## config.mk

```make
export PLATFORM = sky130hd
export DESIGN_NAME = cordic_iter_ctrl
export DESIGN_NICKNAME = d
export VERILOG_FILES = /design/src/rtl/cordic_iter_ctrl.sv
export SDC_FILE = /design/constraint.sdc
export NUM_CORES = 1
export LEC_CHECK = 0
export ABC_CLOCK_PERIOD_IN_PS = 6420
export CAP_MARGIN = 20
export CORE_AREA = 3 3 222 224
export CTS_BUF_LIST = sky130_fd_sc_hd__clkbuf_8
export DETAILED_ROUTE_END_ITERATION = 10
export DIE_AREA = 0 0 225 227
export SLEW_MARGIN = 20
export SYNTH_ARGS = -nofsm -noshare
export SYNTH_HDL_FRONTEND = slang
export SYNTH_SLANG_ARGS = --single-unit
```

## constraint.sdc

```tcl
create_clock -name clk -period 6.42 [get_ports clk]
set_input_delay 1.605 -clock clk [delete_from_list [all_inputs] [get_ports clk]]
set_output_delay 1.605 -clock clk [all_outputs]
set_load 0.02 [all_outputs]
```

## src/rtl/cordic_iter_ctrl.sv

```systemverilog
// Iterative CORDIC sequencer driving one shared micro-rotation stage.
// A request is latched, then the stage is fed once per iteration with the
// current x/y/angle, the arithmetic-shifted x/y and the atan table entry.
// Stage results are written back only when the stage marks them valid.
// After N_ITER accepted results the final x/y/angle are offered downstream.
//
// Handshakes: both the request port (in_valid/in_ready) and the result port
// (out_valid/out_ready) transfer on a rising clock edge where valid and ready
// are both high. Ready never depends on valid. Once out_valid is raised, it
// stays high and out_x/out_y/out_angle stay unchanged until the transfer.
module cordic_iter_ctrl #(
    parameter int N_ITER = 16
) (
    input  logic        clk,
    input  logic        rst,
    input  logic        in_valid,
    output logic        in_ready,
    input  logic [31:0] in_x,
    input  logic [31:0] in_y,
    input  logic [31:0] in_angle,
    input  logic [31:0] in_target,
    input  logic [3:0]  in_select,
    output logic [31:0] alu_x_init,
    output logic [31:0] alu_y_init,
    output logic [31:0] alu_x_shift,
    output logic [31:0] alu_y_shift,
    output logic [31:0] alu_angle,
    output logic [31:0] alu_delta_angle,
    output logic [31:0] alu_target_angle,
    output logic [3:0]  alu_select,
    output logic        alu_valid,
    input  logic [31:0] alu_x_out,
    input  logic [31:0] alu_y_out,
    input  logic [31:0] alu_angle_out,
    input  logic        alu_valid_out,
    output logic        out_valid,
    input  logic        out_ready,
    output logic [31:0] out_x,
    output logic [31:0] out_y,
    output logic [31:0] out_angle,
    output logic        busy,
    output logic [4:0]  iter
);

    typedef enum logic [1:0] {
        S_IDLE = 2'd0,
        S_ITER = 2'd1,
        S_DONE = 2'd2
    } state_t;

    localparam logic [4:0] LAST_ITER = 5'(N_ITER - 1);

    // atan(2^-i) as a fraction of a full turn scaled to 2^32, rounded.
    function automatic logic [31:0] atan_lut(input logic [4:0] idx);
        logic [31:0] v;
        case (idx)
            5'd0:  v = 32'h20000000;
            5'd1:  v = 32'h12E4051E;
            5'd2:  v = 32'h09FB385B;
            5'd3:  v = 32'h051111D4;
            5'd4:  v = 32'h028B0D43;
            5'd5:  v = 32'h0145D7E1;
            5'd6:  v = 32'h00A2F61E;
            5'd7:  v = 32'h00517C55;
            5'd8:  v = 32'h0028BE53;
            5'd9:  v = 32'h00145F2F;
            5'd10: v = 32'h000A2F98;
            5'd11: v = 32'h000517CC;
            5'd12: v = 32'h00028BE6;
            5'd13: v = 32'h000145F3;
            5'd14: v = 32'h0000A2FA;
            5'd15: v = 32'h0000517D;
            5'd16: v = 32'h000028BE;
            5'd17: v = 32'h0000145F;
            5'd18: v = 32'h00000A30;
            5'd19: v = 32'h00000518;
            5'd20: v = 32'h0000028C;
            5'd21: v = 32'h00000146;
            5'd22: v = 32'h000000A3;
            5'd23: v = 32'h00000051;
            5'd24: v = 32'h00000029;
            5'd25: v = 32'h00000014;
            5'd26: v = 32'h0000000A;
            5'd27: v = 32'h00000005;
            5'd28: v = 32'h00000003;
            5'd29: v = 32'h00000001;
            5'd30: v = 32'h00000001;
            default: v = 32'h00000000;
        endcase
        return v;
    endfunction

    state_t      state_q, state_d;
    logic [4:0]  iter_q, iter_d;
    logic [31:0] x_q, x_d;
    logic [31:0] y_q, y_d;
    logic [31:0] angle_q, angle_d;
    logic [31:0] target_q, target_d;
    logic [3:0]  select_q, select_d;
    logic        alu_valid_c;
    logic        out_valid_c;

    // State and datapath registers; reset clears everything immediately.
    always_ff @(posedge clk or posedge rst) begin
        if (rst) begin
            state_q  <= S_IDLE;
            iter_q   <= 5'd0;
            x_q      <= 32'd0;
            y_q      <= 32'd0;
            angle_q  <= 32'd0;
            target_q <= 32'd0;
            select_q <= 4'd0;
        end else begin
            state_q  <= state_d;
            iter_q   <= iter_d;
            x_q      <= x_d;
            y_q      <= y_d;
            angle_q  <= angle_d;
            target_q <= target_d;
            select_q <= select_d;
        end
    end

    // Next-state, register updates and handshake outputs.
    always_comb begin
        state_d     = state_q;
        iter_d      = iter_q;
        x_d         = x_q;
        y_d         = y_q;
        angle_d     = angle_q;
        target_d    = target_q;
        select_d    = select_q;
        alu_valid_c = 1'b0;
        out_valid_c = 1'b0;
        case (state_q)
            S_IDLE: begin
                if (in_valid) begin
                    x_d      = in_x;
                    y_d      = in_y;
                    angle_d  = in_angle;
                    target_d = in_target;
                    select_d = in_select;
                    iter_d   = 5'd0;
                    state_d  = S_ITER;
                end
            end
            S_ITER: begin
                alu_valid_c = 1'b1;
                // A stage result without alu_valid_out is a stall: hold all.
                if (alu_valid_out) begin
                    x_d     = alu_x_out;
                    y_d     = alu_y_out;
                    angle_d = alu_angle_out;
                    iter_d  = iter_q + 5'd1;
                    if (iter_q == LAST_ITER) begin
                        state_d = S_DONE;
                    end
                end
            end
            S_DONE: begin
                out_valid_c = 1'b1;
                if (out_ready) begin
                    state_d = S_IDLE;
                end
            end
            default: begin
                state_d = S_IDLE;
            end
        endcase
    end

    // Ready is withheld while reset is asserted so nothing is lost in reset.
    assign in_ready         = (state_q == S_IDLE) && !rst;
    assign alu_valid        = alu_valid_c;
    assign out_valid        = out_valid_c;
    assign busy             = (state_q != S_IDLE);
    assign iter             = iter_q;

    assign alu_x_init       = x_q;
    assign alu_y_init       = y_q;
    assign alu_x_shift      = $signed(x_q) >>> iter_q;
    assign alu_y_shift      = $signed(y_q) >>> iter_q;
    assign alu_angle        = angle_q;
    assign alu_delta_angle  = atan_lut(iter_q);
    assign alu_target_angle = target_q;
    assign alu_select       = select_q;

    assign out_x            = x_q;
    assign out_y            = y_q;
    assign out_angle        = angle_q;

endmodule
```

# == After elaboration in Yosys (flattened, before gate mapping) ==
# Memory sizes are Yosys's and may differ from the RTL's.
# Cells that the tools add are included.
# word_totals
out_inout_bits,333
input_bits,233
mem_bits_ro,960
n_memories,1
elab_cells,45
register_bits,139
# memory_table
name,depth,width,rd,rd_ports_with_merged_regs,write_ports,line_no,text
(no name shown),32,30,1,0,0,56,case (idx)
# op_classes
shifts,2
n_mux,19
n_addsub,1
eq_ne,7
reduce_logical,8
# op_table
operator,count
$mux 32,6
$pmux 32 s2,3
$sshr 32x5->32,2
$mux 5,2
$pmux 5 s2,1
$mux 2,4
$ne 2x2->1 const B,4
$pmux 2 s3,1
$add 5x1->5 const B,1
$eq 5x4->1 const B,1
$reduce_and 4->1,1
$reduce_bool 2->1,2
$reduce_and 3->1,1
$eq 2x1->1 const B,1
$eq 2x2->1 const B,1
$logic_not 2->1,1
$mux 1,2
$reduce_and 2->1,1
$logic_and 1x1->1,1
$logic_not 1->1,1

# == Depth between registers and ports, before layout ==
# Gate-level depths: netlist (run 1).
# depth
depth_word,4
depth_mapped,11
depth_no_buf,6

# == Least setup slack after synthesis (run 1) ==
# OpenSTA, ideal clock, no wires.
# synth_timing
path_kind,reg2out
startpoint,register iter_q[0] (netlist: iter[0])
endpoint,output port alu_delta_angle[1]
path_buffers,5
required_time_ns,4.815
slack_ns,1.949
stages_incl_launch_ff,12
arrival_ns,2.866
cell_sequence,dfrtp_1 buf_4 buf_6 inv_2 buf_4 buf_2 ha_1 clkbuf_1 mux2_2 nand2_1 and3_1 o21ai_0
# synth_via
elab_chain_cells,1
# synth_lines
item,line_no,text
"start, declared",94,"logic [4:0] iter_q, iter_d;"
"start signal, assigned",115,iter_q <= iter_d;
$mem_v2 32x30,-,
"end, declared",28,"output logic [31:0] alu_delta_angle,"
# No other way between the ends.

# == Final worst setup path (run 1) ==
# layout_timing
startpoint,register iter_q[0] (netlist: iter[0])
endpoint,output port alu_y_shift[19]
# layout_via
elab_chain_cells,1
# layout_lines
item,line_no,text
$sshr 32x5->32,182,assign alu_y_shift = $signed(y_q) >>> iter_q;
"end, declared",26,"output logic [31:0] alu_y_shift,"
# No other way between the ends.

==> results by group, run 1 <==
Yosys
  – Synth warn: 0
  – Async S/R FF share, synth: 100%
  – Number of flops mapped to enable cells by yosys: 0
  – Most used DFF post-synth: dfrtp_1
  – Library cells used by synthesis: 54
  – Mapped Avg Cell Area: 9.73 um^2
  – Seq/Total Area, Yosys: 29.0%
  – Syn Inst Count: 1,231
  – Synthesized cell area: 12,000 um^2
  – Synth Register Bits: 139

Critical path
  – CP max stage delay: 0.74 ns
  – Reg2reg start: state_q[1]
  – Crit path to: alu_y_shift[19]
  – Reg2reg end: alu_x_init[14]
  – Crit end category: output port
  – Startpoint class of the critical path: flip-flop
  – CP top delay family: buffers and inverters
  – Worst EP arrival: 3.83 ns
  – Crit path depth: 6
  – R2r worst-path depth: 5
  – Worst path bufs/invs: 3
  – CP Max Fanout: 38
  – Critical Path Source: iter[0]
  – Setup CP Type: flip-flop to output port
  – CP Cell Sequence: inv_2, buf_4, mux2i_1, mux2_2, a221oi_1, clkdlybuf4s50_1
  – CP required: 4.82 ns
  – Reg2Reg Setup Slack: 3.47 ns
  – Worst path slowest cell: inv_2

Floorplanning
  – Die width: 225 um
  – Die area: 51,100 um^2
  – Core Area: 47,500 um^2
  – FP Rows: 80
  – I/O pins: 566
  – Die H: 227 um
  – Starting Density: 25.2%

Cells and area
  – Layout cell share with drive strength beyond 1: 13.0%
  – # diodes: 0
  – Most frequent cells in the layout: clkdlybuf4s50_1 (563), mux2i_1 (179), nand2_1 (155), o21ai_0 (135), dfrtp_1 (134)
  – Most common cell after layout, fill and taps aside: clkdlybuf4s50_1
  – Finished Cell Area: 17,700 um^2
  – Layout Cells excl Fill: 2,250
  – # nets final: 1,866
  – Area delta synth->final: 47.8%

CTS
  – Worst-skew pair later-pin latency: 0.47 ns
  – Post-CTS Resized: 0
  – Hold_buf cts: 0
  – Clock buffer depth: 2
  – Postcts setup bufs: 0
  – TritonCTS Sinks: 139
  – Cell at the root of the clock tree: clkbuf_8
  – H-tree depth: 4
  – CTS clock-pin slew for the worst setup and hold paths: 0.09 ns
  – Num CTS Buffers: 17
  – CTS tree: built

Pwr
  – Static leakage: 7.36 nW
  – Peak supply drop: 283 uV
  – Power per cell area: 723 nW/um^2

Placement
  – # port buffers: 563
  – Placed Area: 17,300 um^2
  – DP Wirelength: 42,700 um
  – Post-Place Cells: 2,218
  – Place WS: 1.51 ns
  – RePlAce Congestion: 0.959

STA
  – Worst Skew: 0.0183 ns
  – Fin Setup TNS: 0 ns
  – Hold Vio Cnt, Final: 0
  – Hold slack: 0.511 ns
  – Final Setup Violations: 0
  – Slew margin rel.: 24.2%
  – RSZ-0062 raised after global routing: false
  – Slew Viols, Final: 0
  – Worst Tran Pin Value: 1.14 ns
  – Min Tclk post-route: 5.43 ns
  – FMAX: 184 MHz
  – Final setup margin: 0.988 ns
  – Tcrit/Tclk final: 84.6%

Global routing
  – Total grt overflow: 0
  – Antenna violations before repair: 1
  – GRT Util Overall: 20.6%
  – Pin count of the biggest net entering global routing: 117
  – First-pass GRT wire length: 79,500 um
  – Vias in the first global route: 11,700

Detailed routing
  – Via count: 11,700
  – Vias/cell: 5.19
  – Post-route DRC: 0
  – Drt pass-1 iters: 7
  – Drt wl/cell: 24.4 um
  – Final WL: 54,900 um
  – Antenna-violating nets left: 0
  – First-iteration detailed-routing DRC count: 1,257

Run
  – Number of max-cap violations: 0

Hold path
  – Tightest Hold Check Type: flip-flop to flip-flop
  – Worst hold path stage count: 1

Status
  – Status: completed
worst min path at each step:
stage / startpoint / to / slack (ns)
final: alu_target_angle[21] / alu_target_angle[21] / 0.51
after CTS: alu_angle[22] / alu_angle[22] / 0.51
after global routing: alu_target_angle[9] / alu_target_angle[9] / 0.53
after floorplan: alu_angle[0] / alu_angle[0] / 0.60
after global placement: alu_target_angle[0] / alu_target_angle[0] / 0.49
after detailed placement: alu_angle[22] / alu_angle[22] / 0.49
metal layers:
metal	GRT usage [%]	share of wire (%)	vias to the layer above
met2	34.6	48	670
met1	27.2	41	5699
met4	4.18	1.6	2
met5	0	0.024	-
met3	5.13	8.8	73
li1	-	-	5240
flip-flops by register name (all words and copies together), names as in the netlist:
register          flops
alu_angle            32
alu_select            4
alu_target_angle     32
alu_x_init           32
alu_y_init           32
iter                  5
state_q               2
where the power goes:
| group | switching [W] | internal [W] | leakage (nW) |
|---|---|---|---|
| Clock | 0.000396 | 0.000309 | 0.195 |
| Combinational | 0.00523 | 0.00454 | 5.49 |
| Sequential | 0.00103 | 0.00129 | 1.68 |
per-stage QoR:
step | total power [W] | utilization, %
2_1_floorplan | 0.00771 | -
3_3_place_gp | 0.0120 | 36.4
3_5_place_dp | 0.0120 | 36.4
4_1_cts | 0.0128 | 37.2
5_1_grt | 0.0134 | 37.2
6_report | 0.0128 | 37.2
cells by family (layout without fill, tap and decap cells):
logic type               count (synthesis)  count (layout)  synth area share, %
flip-flops                             139             139                 29.0
other                                    1               2               0.0313
multiplexers                           314             314                 34.5
AO/OA/AOI/OAI                          294             294                 15.5
adder cells (fa/ha/maj)                 11              11                 1.15
buffers and inverters                  224             627                 11.0
AND/OR/NAND/NOR                        248             248                 8.75
cells in the mapped netlist, types with 11 or more instances:
cell / instances / area share (%)
mux2i_1: 179 / 15
nand2_1: 155 / 4.9
dfrtp_1: 139 / 29
o21ai_0: 135 / 5.6
buf_4: 108 / 6.8
mux4_2: 73 / 14
mux2_2: 62 / 5.8
clkbuf_1: 55 / 1.7
nor2_1: 42 / 1.3
a21oi_1: 35 / 1.5
buf_2: 33 / 1.4
o211ai_1: 18 / 1.1
buf_1: 13 / 0.41
nand2b_1: 13 / 0.68
ha_1: 11 / 1.1
o22ai_1: 11 / 0.57
final cells by class:
class                   count  area [um^2]
flip-flops and latches    139         3490
well taps                 615          769
clock buffers              20          275
multi-input cells         869         7210
clock inverters            12          104
inverters                  11         46.3
fillers                  4745        29800
repair buffers            584         5810
Note: power is estimated with default switching activity, not from simulation.
==> run 2: changes to the inputs <==
--- a/config.mk
+++ b/config.mk
@@ -5,7 +5,7 @@
 export SDC_FILE = /design/constraint.sdc
 export NUM_CORES = 1
 export LEC_CHECK = 0
-export ABC_CLOCK_PERIOD_IN_PS = 6420
+export ABC_CLOCK_PERIOD_IN_PS = 5500
 export CAP_MARGIN = 20
 export CORE_AREA = 3 3 222 224
 export CTS_BUF_LIST = sky130_fd_sc_hd__clkbuf_8
==> constraint.sdc (replaced) <==
create_clock -name clk -period 5.5 [get_ports clk]
set_input_delay 1.375 -clock clk [delete_from_list [all_inputs] [get_ports clk]]
set_output_delay 1.375 -clock clk [all_outputs]
set_load 0.02 [all_outputs]
==> run 2 against run 1 <==
Clock power grew 19%. Total power up 17%. Die area unchanged. Combinational power increased by 18%. Cell count grew 0.36%. Hold slack improved by 0.0049 ns. Clock skew fell by 0.0033 ns. Critical path depth unchanged. Sequential power up 14%. Non-clock buffer count up 8. Critical path type unchanged. Largest cell class unchanged.
==> results by group, run 2 (synthesis gave the netlist of run 1 again) <==
Status
  – Status: completed

Placement
  – Place WS: 0.862 ns
  – RePlAce Congestion: 0.930
  – DP Wirelength: 42,300 um
  – Placed Area: 17,400 um^2
  – # port buffers: 563

CTS
  – Num CTS Buffers: 17
  – Worst-skew pair later-pin latency: 0.47 ns
  – TritonCTS Sinks: 139
  – Clock buffer depth: 2
  – CTS tree: built
  – Hold_buf cts: 0
  – Cell at the root of the clock tree: clkbuf_8
  – Post-CTS Resized: 0
  – H-tree depth: 4
  – CTS clock-pin slew for the worst setup and hold paths: 0.09 ns
  – Postcts setup bufs: 0

STA
  – Final Setup Violations: 0
  – Worst Skew: 0.0150 ns
  – Fin Setup TNS: 0 ns
  – Min Tclk post-route: 5.26 ns
  – FMAX: 190 MHz
  – Slew margin rel.: 38.1%
  – Tcrit/Tclk final: 95.6%
  – Hold Vio Cnt, Final: 0
  – Slew Viols, Final: 0
  – RSZ-0062 raised after global routing: false
  – Final setup margin: 0.244 ns
  – Worst Tran Pin Value: 0.928 ns

Global routing
  – Total grt overflow: 0
  – Vias in the first global route: 11,700
  – Pin count of the biggest net entering global routing: 197
  – Antenna violations before repair: 1
  – GRT Util Overall: 20.6%
  – First-pass GRT wire length: 79,300 um

Floorplanning
  – FP Rows: 80
  – Core Area: 47,500 um^2
  – Die area: 51,100 um^2
  – I/O pins: 566
  – Die H: 227 um
  – Die width: 225 um
  – Starting Density: 25.2%

Cells and area
  – Fin util: 37.5%
  – Reg area: 3490 um^2
  – # diodes: 0
  – Layout fillers: 4,709
  – Finished Cell Area: 17,800 um^2
  – Area delta synth->final: 48.9%
  – Layout cell share with drive strength beyond 1: 13.4%
  – # nets final: 1,874
  – Most frequent cells in the layout: clkdlybuf4s50_1 (563), mux2i_1 (179), nand2_1 (155), o21ai_0 (135), dfrtp_1 (134)
  – Multi-input logic area: 7210 um^2
  – Most common cell after layout, fill and taps aside: clkdlybuf4s50_1

Critical path
  – CP max stage delay: 0.86 ns
  – CP Cell Sequence: buf_12, mux2i_1, mux4_2, mux2_2, a221oi_1, clkdlybuf4s50_1
  – Worst path slowest cell: dfrtp_4
  – CP top delay family: buffers and inverters
  – Setup CP Type: flip-flop to output port
  – CP Max Fanout: 47
  – Worst EP arrival: 3.88 ns
  – Worst path bufs/invs: 2
  – Startpoint class of the critical path: flip-flop
  – CP required: 4.12 ns
  – Crit end category: output port

Pwr
  – Peak supply drop: 277 uV
  – Final Power: 0.0150 W
  – Static leakage: 7.42 nW
  – Power per cell area: 842 nW/um^2

Detailed routing
  – Final WL: 55,000 um
  – DR WL met3: 4550 um
  – Vias/cell: 5.18
  – First-iteration detailed-routing DRC count: 1,179
  – Metal-1 WL: 22,700 um
  – Via count: 11,700
  – Antenna-violating nets left: 0
  – Drt wl/cell: 24.4 um
  – Post-route DRC: 0
  – Drt pass-1 iters: 8
  – Max layer used: met4
  – Met2 wire length: 27,000 um

Run
  – Number of max-cap violations: 0

Hold path
  – Tightest Hold Check Type: flip-flop to flip-flop
-- run 2: routing by layer --
| metal | vias to the layer above | GRT usage [%] |
|---|---|---|
| li1 | 5248 | - |
| met1 | 5750 | 27.1 |
| met2 | 642 | 35.0 |
| met3 | 55 | 5.21 |
| met4 | 0 | 3.67 |
| met5 | - | 0 |
-- run 2: worst register-to-register path: stages, from the launching register on --
cell	delay [ns]
dfrtp_1	0.45
nor2b_4	0.14
buf_4	0.68
buf_4	0.91
mux2i_1	0.49
o21ai_0	0.13
-- run 2: power breakdown --
part           switching, W  internal [W]  total [W]
registers           0.00113       0.00150    0.00264
clock network      0.000502      0.000336   0.000839
logic               0.00617       0.00537     0.0115
total               0.00780       0.00721     0.0150
-- run 2: path summary, 6_finish.rpt --
check | end | slack [ns] | startpoint | cells after the start
max | alu_y_shift[5] | 0.24 | iter[1] | 6
min | alu_target_angle[21] | 0.52 | alu_target_angle[21] | 1
max reg2reg | alu_x_init[17] | 2.55 | state_q[1] | 5
min reg2reg | alu_target_angle[21] | 0.52 | alu_target_angle[21] | 1
max in group asynchronous | alu_y_init[10] | 3.10 | rst | 3
min in group asynchronous | alu_angle[0] | 1.52 | rst | 2
-- run 2: layout make-up --
type                    count  share of cell area, %
clock inverters            15                  0.842
inverters                  11                  0.260
clock buffers              17                   1.31
well taps                 615                   4.32
repair buffers            592                   33.3
multi-input cells         869                   40.4
flip-flops and latches    139                   19.6
-- run 2: through the flow --
| step | std cells | hold WS (ns) |
|---|---|---|
| finish | 2258 | 0.516 |
| global route | 2258 | 0.537 |
| CTS | 2258 | 0.517 |
| detailed placement | 2226 | 0.496 |
| global placement | 2226 | 0.491 |
| floorplan | 1232 | 0.600 |
